$ cat config.mk
export PLATFORM = sky130hd
export DESIGN_NAME = alu_muldiv_seq
export DESIGN_NICKNAME = d
export VERILOG_FILES = /design/src/rtl/alu_muldiv_seq.sv
export SDC_FILE = /design/constraint.sdc
export NUM_CORES = 1
export LEC_CHECK = 0
export CORE_ASPECT_RATIO = 1.1
export CORE_MARGIN = 2
export CORE_UTILIZATION = 44
export CTS_CLUSTER_DIAMETER = 80
export DETAILED_ROUTE_END_ITERATION = 10
export GPL_TIMING_DRIVEN = 0
export PLACE_DENSITY = 0.9
export SKIP_CTS_REPAIR_TIMING = 1
export SLEW_MARGIN = 20
export SYNTH_ARGS = -nofsm -noshare
export SYNTH_HDL_FRONTEND = slang
export SYNTH_SLANG_ARGS = --single-unit
$ cat constraint.sdc
create_clock -name clk -period 1.91 [get_ports clk]
set_input_delay 0.382 -clock clk [delete_from_list [all_inputs] [get_ports clk]]
set_output_delay 0.382 -clock clk [all_outputs]
set_load 0.01 [all_outputs]
$ cat src/rtl/alu_muldiv_seq.sv
// Multi-cycle unsigned 16-bit multiply (shift-add) and divide (restoring) sequencer.
// It borrows the shared combinational ALU for one iteration per granted cycle.
module alu_muldiv_seq #(
  parameter int WIDTH = 16
) (
  input  logic             clk,
  input  logic             rst,
  input  logic             start,
  input  logic             op,
  input  logic [WIDTH-1:0] opa,
  input  logic [WIDTH-1:0] opb,
  output logic             busy,
  output logic             done,
  output logic             div_zero,
  output logic [WIDTH-1:0] res_hi,
  output logic [WIDTH-1:0] res_lo,
  input  logic             alu_gnt,
  output logic             alu_enable,
  output logic [3:0]       alu_sel,
  output logic [WIDTH-1:0] alu_a,
  output logic [WIDTH-1:0] alu_b,
  output logic             alu_c_in,
  input  logic [WIDTH-1:0] alu_out,
  input  logic             alu_c_out
);

  typedef enum logic [1:0] {IDLE, RUN, DONE} state_t;

  state_t           state;
  logic             op_r;
  logic [3:0]       cnt;
  logic [WIDTH-1:0] hi;
  logic [WIDTH-1:0] lo;
  logic [WIDTH-1:0] b;
  logic [WIDTH-1:0] rem_shift;

  // Divide shifts the next dividend bit into the partial remainder; hi[15] is the lost 17th bit.
  assign rem_shift = {hi[WIDTH-2:0], lo[WIDTH-1]};

  assign busy       = (state != IDLE);
  assign done       = (state == DONE);
  assign res_hi     = hi;
  assign res_lo     = lo;
  assign alu_enable = (state == RUN);
  assign alu_sel    = op_r ? 4'b0001 : 4'b0000;
  assign alu_c_in   = 1'b0;
  assign alu_a      = (state != RUN) ? '0 : (op_r ? rem_shift : hi);
  assign alu_b      = (state != RUN) ? '0 : ((op_r || lo[0]) ? b : '0);

  always_ff @(posedge clk) begin
    if (rst) begin
      state    <= IDLE;
      op_r     <= 1'b0;
      cnt      <= 4'd0;
      hi       <= '0;
      lo       <= '0;
      b        <= '0;
      div_zero <= 1'b0;
    end else begin
      case (state)
        IDLE: begin
          if (start) begin
            op_r     <= op;
            cnt      <= 4'd0;
            b        <= opb;
            div_zero <= 1'b0;
            if (op && (opb == '0)) begin
              div_zero <= 1'b1;
              hi       <= opa;
              lo       <= '1;
              state    <= DONE;
            end else begin
              hi    <= '0;
              lo    <= opa;
              state <= RUN;
            end
          end
        end
        RUN: begin
          // A withheld grant freezes everything while the ALU request stays up.
          if (alu_gnt) begin
            cnt <= cnt + 4'd1;
            if (!op_r) begin
              {hi, lo} <= {alu_c_out, alu_out, lo[WIDTH-1:1]};
            end else if (hi[WIDTH-1] || !alu_c_out) begin
              hi <= alu_out;
              lo <= {lo[WIDTH-2:0], 1'b1};
            end else begin
              hi <= rem_shift;
              lo <= {lo[WIDTH-2:0], 1'b0};
            end
            if (cnt == 4'd15) state <= DONE;
          end
        end
        DONE: state <= IDLE;
        default: state <= IDLE;
      endcase
    end
  end

endmodule
==> results.md <==
- Summing all multi-input logic gate instances after layout gives 2116 sq um.
- Once detail routing completed, the nets flagged for antenna violations numbered 0.
- Of all flip-flops after synthesis, the portion carrying an async set or reset was 0.
- Of all nets on the critical path, the largest fanout is 10.
- Dividing total power by cell area gives a power density of 717.1 nW/um^2.
- The floorplan step defined a die boundary enclosing 8146 sq um.
- The number of buffers inserted by port buffering is 121.
- The synthesized area divided by synthesized cell count is 8.042 sq um.
- The final critical-path required period is 2.079 ns.
- The analysis attributes to cell leakage a power of 2.175 nW.
- Data on the critical path arrives at its endpoint at 1.70 ns.
- The number of antenna violations at the first check in global routing came to 0.
- The number of antenna diodes in the final layout is 0.
- The number of cells on the critical path is 7.
- Row generation in the floorplan step produced 32 rows.
- For this run, the share of the core covered by cells in the final layout is 0.7205.
- The prevailing post-synth register cell is sky130_fd_sc_hd__dfxtp_1.
- In the final timing run, aggregate negative setup slack is -2.727 ns.
- The sequential cells in the finished layout cover a total of 1129 sq um.
- The area share of the largest cell type after synthesis is 0.3425.
- STA classifies the critical path endpoint as a primary output.
- Ranked by instance count, the synthesized netlist is headed by sky130_fd_sc_hd__nand2_1, sky130_fd_sc_hd__dfxtp_1, sky130_fd_sc_hd__nor2_1, sky130_fd_sc_hd__a21oi_1, sky130_fd_sc_hd__mux2i_1.
- The first-pass GRT wire length is 16560 um.
- The post-DP HPWL is 7883 um.
- The count of flip-flops with a built-in enable after synthesis is 0.
- The maximum count of clock buffers along a single path is 2.
- The post-route total power is 3.682 mW.
- After synthesis, the netlist uses 41 different library cells.
- In this run the standard cell core region covers 7127 sq um.
- The maximum cell stage delay along the critical path is 0.37 ns.
- For this run, design rule violations remaining after detail routing come to 0.
- The endpoint of the worst register-to-register path is res_lo[13].
- STA puts the critical path data required time at 1.53 ns.
- The cell with the most instances after synthesis is sky130_fd_sc_hd__nand2_1.
- Clock-pin slew was measured on the worst setup and hold paths at 0.11 ns.
- The flip-flop and latch count after synthesis is 56.
- The number of pins exceeding their max-slew limit in the final report came to 0.
- Counting cells, the worst reg-to-reg path comes to 6.
- The kind of cell adding the most delay to the critical path is buffers and inverters.
- The startpoint of the worst setup timing path is state[1].
- The first detailed-routing pass took 5 iterations.
- The final global-route overflow total is 0.
- After layout, the worst setup slack is -0.1692 ns.
- The master of the slowest instance on the critical path is sky130_fd_sc_hd__dfxtp_4.
- Setup violations remaining at the end of the flow were counted as 31.
- The library cell appearing most often on the critical path is sky130_fd_sc_hd__buf_8.
- The maximum number of pins on one net before global-route repair is 18.
- The final-report hold violation count is 0.
- The worst-case clock skew is 0.01301 ns.
- The critical path goes through nand2b_1 > buf_6 > buf_4 > buf_8 > buf_8 > nor2_1 > buf_2.
- The H-tree generated during clock tree synthesis spans 2 levels.
- For this block, the routed nets add up to 12030 um of wire.
- The worst-margin pin slew is 0.5363 ns.
- The checks that failed: negative setup slack.
- After filler insertion, the fill cell instance count of the layout stands at 515.
- Counting both buffers and inverters, the worst setup path holds a total of 5.
- The later pin in the worst-skew pair is clocked with a latency of 0.33 ns.
- The root buffer cell chosen for the clock tree is sky130_fd_sc_hd__clkbuf_8.
- The source of the worst hold timing path is opb[7].
- The worst min-delay path class is primary input to flop.
- The worst setup path is of the flop to primary output kind.
- The post-synthesis to final-layout area growth is 56.88%.
- The flow ran to the end, but the final reports show violations.
- The portion of the clock cycle consumed by the worst path in the final layout is 1.089.
- The detailed router's first-iteration violation count is 405.
- The number of sinks handled by clock tree synthesis is 56.
- The maximum resistive drop on vdd is 0.0004039 V.
- Across all register-to-register paths, the minimum setup slack is 0.07 ns.
- The overall track demand over capacity in global routing is 0.2537.
- Setup repair after global routing could not meet its margin everywhere.
- The final net count is 607.
- The clock tree from TritonCTS is yes.
- In the final layout, the share of cells above drive strength 1 is 0.2694.
- Dividing the detail-routed wire length by the instance count gives 18.86 um.
- The launching point of the worst reg2reg path is state[0].
- STA classifies the critical path startpoint as a flop.
- The worst hold path passes through 3 cells.
- TritonCTS created 5 clock buffers.
- Using the TritonRoute via totals, the vias-per-cell ratio works out to 6.027.
- The share of synthesized area occupied by flip-flops and latches is 0.3425.
- By area the synthesized netlist is led by sky130_fd_sc_hd__dfxtp_1, sky130_fd_sc_hd__mux2i_1, sky130_fd_sc_hd__nand2_1.
- The die is 94.46 um tall.
- The cell area that synthesis handed to floorplanning was 3273 sq um.
- Counting every instance in the synthesized netlist gives 407.
- Derived from the worst setup path, the maximum achievable clock frequency is 0.4810 GHz.
- The initial utilization of the core area, before any placement, comes to 0.4593.
- The synthesis warning total is 0.
- The boundary pin count is 127.
- The global placement routability congestion is 0.9055.
- The vias after detailed routing is 3845.
- In this run the horizontal extent of the chip is 86.24 um.
- The max-cap violation count is 0.
- The number of global-route vias before repair was 3442.
- The worst-case headroom to the max-slew limit is 0.6425.
- Summed over all instances, the cell type with the most area after synthesis is sky130_fd_sc_hd__dfxtp_1.
- For hold timing, the worst endpoint is b[7].
==> logic make-up (layout without fill, tap and decap cells) <==
group                    count (synthesis)  in the layout  synth area share
other                                    1              4          0.001146
multiplexers                            47             47            0.1498
adder cells (fa/ha/maj)                  1              1          0.003822
buffers and inverters                   48            191           0.07263
XOR/XNOR                                 2              2          0.005353
AO/OA/AOI/OAI                          104            104            0.2252
flip-flops                              56             56            0.3425
AND/OR/NAND/NOR                        148            148            0.1995
==> registers in the layout, summed over array words and instances, names as in the netlist <==
name,count
b,16
res_hi,16
res_lo,16
cnt,4
state,2
div_zero,1
op_r,1
==> worst register-to-register path, stage by stage, from the launching register on <==
cell,delay [ns]
sky130_fd_sc_hd__dfxtp_1,0.42
sky130_fd_sc_hd__mux2i_1,0.38
sky130_fd_sc_hd__nor2_1,0.12
sky130_fd_sc_hd__buf_4,0.15
sky130_fd_sc_hd__o31a_1,0.17
sky130_fd_sc_hd__buf_4,0.17
sky130_fd_sc_hd__a311oi_1,0.31
==> area by class of cell <==
class / instances / area share
Multi-Input combinational cell: 306 / 0.4120
Timing Repair Buffer: 136 / 0.2422
Sequential cell: 56 / 0.2198
Buffer: 42 / 0.07066
Tap cell: 85 / 0.02071
Clock inverter: 3 / 0.01754
Clock buffer: 5 / 0.01340
Inverter: 5 / 0.003655
==> cells in the final DEF (no fill, tap or decap), types with 3 or more instances in the layout <==
cell type                         Yosys  final
sky130_fd_sc_hd__clkbuf_8             0      5
sky130_fd_sc_hd__buf_4                7     19
sky130_fd_sc_hd__mux2_2              16     16
sky130_fd_sc_hd__a21oi_1             34     34
sky130_fd_sc_hd__buf_2               19     31
sky130_fd_sc_hd__mux2i_2              0      6
sky130_fd_sc_hd__clkdlybuf4s50_1      0     81
sky130_fd_sc_hd__o21ai_0             18     18
sky130_fd_sc_hd__clkbuf_4             0      3
sky130_fd_sc_hd__a311oi_1            15     14
sky130_fd_sc_hd__nor2_2               0      4
sky130_fd_sc_hd__clkbuf_1            14      9
sky130_fd_sc_hd__buf_6                1      9
sky130_fd_sc_hd__mux2i_1             31     24
sky130_fd_sc_hd__o31ai_2              0      3
sky130_fd_sc_hd__nor3_1               5      5
sky130_fd_sc_hd__inv_1                4      4
sky130_fd_sc_hd__dlymetal6s2s_1       0     10
sky130_fd_sc_hd__o221a_2             14     14
sky130_fd_sc_hd__bufinv_16            0      3
sky130_fd_sc_hd__nand2_1             69     69
sky130_fd_sc_hd__dfxtp_1             56     54
sky130_fd_sc_hd__o31ai_1             14      6
sky130_fd_sc_hd__nor2_1              40     34
sky130_fd_sc_hd__conb_1               1      4
sky130_fd_sc_hd__buf_12               0      5
sky130_fd_sc_hd__and2_1              16     15
sky130_fd_sc_hd__clkbuf_2             0      7
sky130_fd_sc_hd__o31ai_4              0      5
==> routing by layer <==
layer,track usage,wire length [um]
met5,0,0
met3,0.06119,1096
met2,0.4238,5861
met1,0.3138,4617
met4,0.1029,456
==> metrics by stage <==
stage / instances / setup WS [ns] / area [sq um] / hold WS, ns
finish: 638 / -0.1692 / 5135 / 0.3446
global route: 638 / -0.1821 / 5135 / 0.3608
CTS: 624 / -1.008 / 4761 / 0.4610
detailed placement: 616 / -0.6516 / 4602 / 0.4456
global placement: 616 / -0.5816 / 4602 / 0.4377
floorplan: 410 / 0.1876 / 3284 / 0.4317
==> worst max path at each step <==
stage / end / slack [ns]
after CTS: alu_a[10] / -1.01
after floorplan: alu_a[10] / 0.19
after global routing: alu_a[10] / -0.18
after global placement: alu_a[10] / -0.58
final: alu_a[13] / -0.17
after detailed placement: alu_a[10] / -0.65
==> power by group <==
group          switching (mW)  internal, mW
registers               0.124          1.27
clock network           0.425         0.656
logic                   0.581         0.622
total                    1.13          2.55
No activity file was read; power rests on OpenSTA's default activity.
